File: src/rtl/pipeline_ctrl.sv
// Pipeline controller: stall vector, exception/ERET flush sequencing, stall watchdog.
// Optional perf counters are enabled by defining STALL_PERF_CNT_EN.
module pipeline_ctrl #(
  parameter logic [31:0] INT_VECTOR    = 32'h0000_0020,
  parameter logic [31:0] EXC_VECTOR    = 32'h0000_0040,
  parameter logic [15:0] STALL_TIMEOUT = 16'd1024
) (
  input  logic        clk,
  input  logic        rst,
  input  logic        stallreq_from_id,
  input  logic        stallreq_from_ex,
  input  logic        stallreq_from_mem,
  input  logic [31:0] excepttype_i,
  input  logic [31:0] cp0_epc_i,
  output logic [5:0]  stall,
  output logic        flush,
  output logic [31:0] new_pc,
  output logic [31:0] exc_cause_o,
  output logic        stall_timeout_o
`ifdef STALL_PERF_CNT_EN
  ,
  output logic [31:0] perf_stall_cycles_o,
  output logic [31:0] perf_flush_cnt_o
`endif
);

  typedef enum logic {S_RUN, S_FLUSH_HOLD} state_t;

  state_t      state_q, state_d;
  logic [15:0] stall_cnt_q, stall_cnt_d;
  logic        stall_timeout_q, stall_timeout_d;
  logic [31:0] exc_cause_q, exc_cause_d;
  logic        stalled;

  always_comb begin
    state_d     = state_q;
    stall       = 6'b000000;
    flush       = 1'b0;
    new_pc      = 32'h0;
    exc_cause_d = exc_cause_q;
    if (!rst) begin
      // The hold state ignores excepttype_i so a stale mem-stage exception cannot flush twice.
      if (state_q == S_RUN && excepttype_i != 32'h0) begin
        flush       = 1'b1;
        state_d     = S_FLUSH_HOLD;
        exc_cause_d = excepttype_i;
        case (excepttype_i)
          32'h0000_0001: new_pc = INT_VECTOR;
          32'h0000_000E: new_pc = cp0_epc_i;
          default:       new_pc = EXC_VECTOR;
        endcase
      end else begin
        state_d = S_RUN;
        if (stallreq_from_mem)     stall = 6'b011111;
        else if (stallreq_from_ex) stall = 6'b001111;
        else if (stallreq_from_id) stall = 6'b000111;
      end
    end
  end

  always_comb begin
    stalled         = (stall != 6'b000000);
    stall_cnt_d     = 16'h0;
    stall_timeout_d = stall_timeout_q;
    if (stalled) begin
      stall_cnt_d = (stall_cnt_q == 16'hFFFF) ? stall_cnt_q : stall_cnt_q + 16'd1;
      if (stall_cnt_q == STALL_TIMEOUT - 16'd1) stall_timeout_d = 1'b1;
    end
  end

  always_ff @(posedge clk) begin
    if (rst) begin
      state_q         <= S_RUN;
      stall_cnt_q     <= 16'h0;
      stall_timeout_q <= 1'b0;
      exc_cause_q     <= 32'h0;
    end else begin
      state_q         <= state_d;
      stall_cnt_q     <= stall_cnt_d;
      stall_timeout_q <= stall_timeout_d;
      exc_cause_q     <= exc_cause_d;
    end
  end

  assign exc_cause_o     = exc_cause_q;
  assign stall_timeout_o = stall_timeout_q;

`ifdef STALL_PERF_CNT_EN
  logic [31:0] perf_stall_q, perf_stall_d;
  logic [31:0] perf_flush_q, perf_flush_d;

  always_comb begin
    perf_stall_d = stalled ? perf_stall_q + 32'd1 : perf_stall_q;
    perf_flush_d = flush   ? perf_flush_q + 32'd1 : perf_flush_q;
  end

  always_ff @(posedge clk) begin
    if (rst) begin
      perf_stall_q <= 32'h0;
      perf_flush_q <= 32'h0;
    end else begin
      perf_stall_q <= perf_stall_d;
      perf_flush_q <= perf_flush_d;
    end
  end

  assign perf_stall_cycles_o = perf_stall_q;
  assign perf_flush_cnt_o    = perf_flush_q;
`endif

endmodule

File: config.mk
export PLATFORM = sky130hd
export DESIGN_NAME = pipeline_ctrl
export DESIGN_NICKNAME = d
export VERILOG_FILES = /design/src/rtl/pipeline_ctrl.sv
export SDC_FILE = /design/constraint.sdc
export NUM_CORES = 1
export LEC_CHECK = 0
export CAP_MARGIN = 10
export CORE_ASPECT_RATIO = 1.5
export CORE_UTILIZATION = 30
export DETAILED_ROUTE_END_ITERATION = 7
export PLACE_DENSITY = 0.73
export SETUP_SLACK_MARGIN = 0.02
export SLEW_MARGIN = 5
export SYNTH_ARGS = -nofsm -noshare
export SYNTH_HDL_FRONTEND = slang
export SYNTH_SLANG_ARGS = --single-unit
File: constraint.sdc
create_clock -name clk -period 4.5 [get_ports clk]
set_input_delay 0.675 -clock clk [delete_from_list [all_inputs] [get_ports clk]]
set_output_delay 0.675 -clock clk [all_outputs]
set_load 0.005 [all_outputs]
==> metrics <==
CP max-delay cell clkdlybuf4s50_1; routability cong. roughly 0.79; Top Layer Used met4; Power Internal approximately 900 µW; initial drt markers a little under 100; via count around 2,500; Net Sw Frac between 20 and 25%; CP required about 3.8 ns; f_max between 200 and 300 MHz; worst slew pin tran between 0.9 and 1 ns; number of library cell types mapped by synthesis 44; final worst path period share between 80% and 90%; Reg-to-Reg End stall_cnt_q[4]; n_diodes 0; Clk pin slew, worst setup/hold paths roughly 0.070 ns; minimum clock period between 3 and 4 ns; Longest Clk Path Bufs 2; register area about 1000 µm²; Seq cells post-synth 50; first-pass GRT wire length ~12,000 µm; share of cells above drive strength 1 9.31%; Post-Route WL 7810 µm; Slew Limit Fails 0; Post-CTS Setup Bufs 0; DRT met1 WL around 2900 µm; Critical Path Sink Type output pin; sequential share of the synthesized area between 40% and 50%; largest net degree at the start of global routing 35; fillers approximately 760; remaining global-route overflow 0; Worst path most repeated cell clkdlybuf4s50_1; DRC 0; Initial Util 31.2%; synthesized area per cell roughly 10 µm²; commonest non-fill, non-tap cell in the layout clkdlybuf4s50_1; vias in the first global route between 2,000 and 2,500; clk_skew 0.00501 ns; Async SR Flop Fraction 0%; Gates resized, CTS repair 0; R2R Setup Slk between 2 and 2.5 ns; main flop type after synthesis dfxtp_1; worst min-delay path category reg2reg; Max-cap violations 0; Die W 75.1 µm; DR vias/cell 5.32; clock sinks 50; CP cell instances clkdlybuf4s50_1, nor4_1, nand4_1, nor4_2, buf_4, and2_1, clkdlybuf4s50_1; crit path from excepttype_i[31]; Synthesized Nets just over 300; Fin. Hold Viols 0; critical path peak fanout 27; die height ~110 µm; Top delay family on crit path simple AND/OR/NAND/NOR gates; highest-count cells in the layout ignoring fill and taps 139 x clkdlybuf4s50_1, 50 x dfxtp_1, 32 x a32o_1; GRT Util Overall about a fifth; Cell Area, Synth 2400 µm²; VDD IR max 0.000274 V; CTS Hold Buffers Added 0; most area-consuming cells after synthesis dfxtp_1 42%, a32o_1 13%, and2_1 8.1%, a211oi_2 3.1%, nor4_1 3.1%; Synth-to-Final Area Change 69.5%; clock power share 42.7%; critical path class in2out; initial antenna violation count 0; sw power 244 µW; EDFF count, synth 0; area share of the leading cell type in the synthesized netlist 41.7%; Yosys top cell by area dfxtp_1; TritonCTS Buffers 5; metal3 WL between 800 and 900 µm; wire per inst between 15 and 20 µm; sequential power share a little over two fifths; Top-Level Pins between 100 and 150; hpwl dp a little under 6000 µm; multi-input combinational cell area approximately 1300 µm²; Buffers & Inverters on Critical Path 3; TritonCTS clock tree built; Pwr Total 1140 µW; setup TNS 0 ns; critical path capture point new_pc[19]; Setup Viol. Count Final 0; clk_lat worst skew a little under 0.3 ns; Die ar. 8380 µm²; relative slew slack around a third; Worst EP arrival 3.18 ns; synthesized instance count approximately 240; worst-case reg-to-reg path depth 5; root buffer cell clkbuf_16; critical register-to-register path startpoint stall_cnt_q[0]; Placeable Area between 7000 and 8000 µm²; status finished clean; RSZ-0062 raised after global routing no; Leak ~0.0014 µW; antenna viol nets, final 0; Comb power frac between 10% and 20%; cell count along the critical path 7; yosys warns 0; TritonRoute pass-1 iters 4; Critical Path Max Stage Delay approximately 0.50 ns; met2 WL just under 4000 µm; H-tree lvl count 2; Std-Cell Rows 39; IO buf count between 100 and 150; Pwr Density about 280 nW/µm²; Nets about 450; CP startpoint kind input port
registers in the layout, indices dropped and copies added, names as in the netlist:
| register | count |
|---|---|
| exc_cause_o | 32 |
| stall_cnt_q | 16 |
| stall_timeout_o | 1 |
| state_q | 1 |
per-layer routing:
layer  up-vias  global-route usage, %
met3        10                   5.79
met4         0                   5.16
met2       125                   33.6
met5         -                      0
met1      1196                   20.4
li1       1210                      -
worst min path at each step:
stage / from / depth (start not counted) / slack [ns] / to
after floorplan: stall_cnt_q[6] / 2 / 0.47 / stall_cnt_q[6]
after global placement: stall_timeout_o / 1 / 0.46 / stall_timeout_o
after detailed placement: stall_timeout_o / 1 / 0.47 / stall_timeout_o
after CTS: stall_timeout_o / 1 / 0.49 / stall_timeout_o
after global routing: exc_cause_o[20] / 1 / 0.52 / exc_cause_o[20]
final: stall_timeout_o / 1 / 0.48 / stall_timeout_o
power by group through the flow:
stage / clock network (µW) / registers, µW / logic [µW]
after global placement: 0 / 484 / 178
after floorplan: 0 / 486 / 53.0
after detailed placement: 0 / 485 / 179
after CTS: 499 / 475 / 180
final: 488 / 475 / 178
after global routing: 515 / 478 / 190
Yosys cell counts (4+ instances only):
master,count
inv_1,4
a211oi_2,6
nor2_1,9
buf_2,7
a211oi_1,4
nand3_1,7
clkbuf_1,7
nand4_1,4
or4_1,5
nand2_1,8
nor4_1,12
buf_4,4
a32o_1,32
dfxtp_1,50
and2_1,31
o31ai_1,6
or3_1,4
nor3_1,4
cell type report:
cell class | count | share of cell area [%]
Timing Repair Buffer | 148 | 35.8
Multi-Input combinational cell | 165 | 31.2
Sequential cell | 50 | 24.6
Tap cell | 102 | 3.13
Clock buffer | 5 | 3.07
Clock inverter | 3 | 1.69
Inverter | 5 | 0.461
through the flow:
step                      cell area [µm²]  std cells  util, %  hold slack [ns]  setup slack (ns)
after floorplan                      2400        241        -            0.466              1.61
after detailed placement             3880        470     50.3            0.468             0.611
after CTS                            4070        478     52.8            0.489             0.608
final                                4070        478     52.8            0.483             0.643
after global routing                 4070        478     52.8            0.516             0.426
after global placement               3880        470     50.3            0.462             0.632
logic make-up after synthesis:
kind of cell               count (synthesis)  share of synthesized area (%)
adders and majority gates                  1                          0.521
DFF                                       50                           41.7
and+or+nand+nor                           99                           26.5
AOI/OAI and AO/OA                         61                           24.0
muxes                                      1                          0.417
xor gates and xnor gates                   2                          0.729
buffers and inverters                     26                           5.99
other                                      1                          0.156
Note: power is estimated with default switching activity, not from simulation.
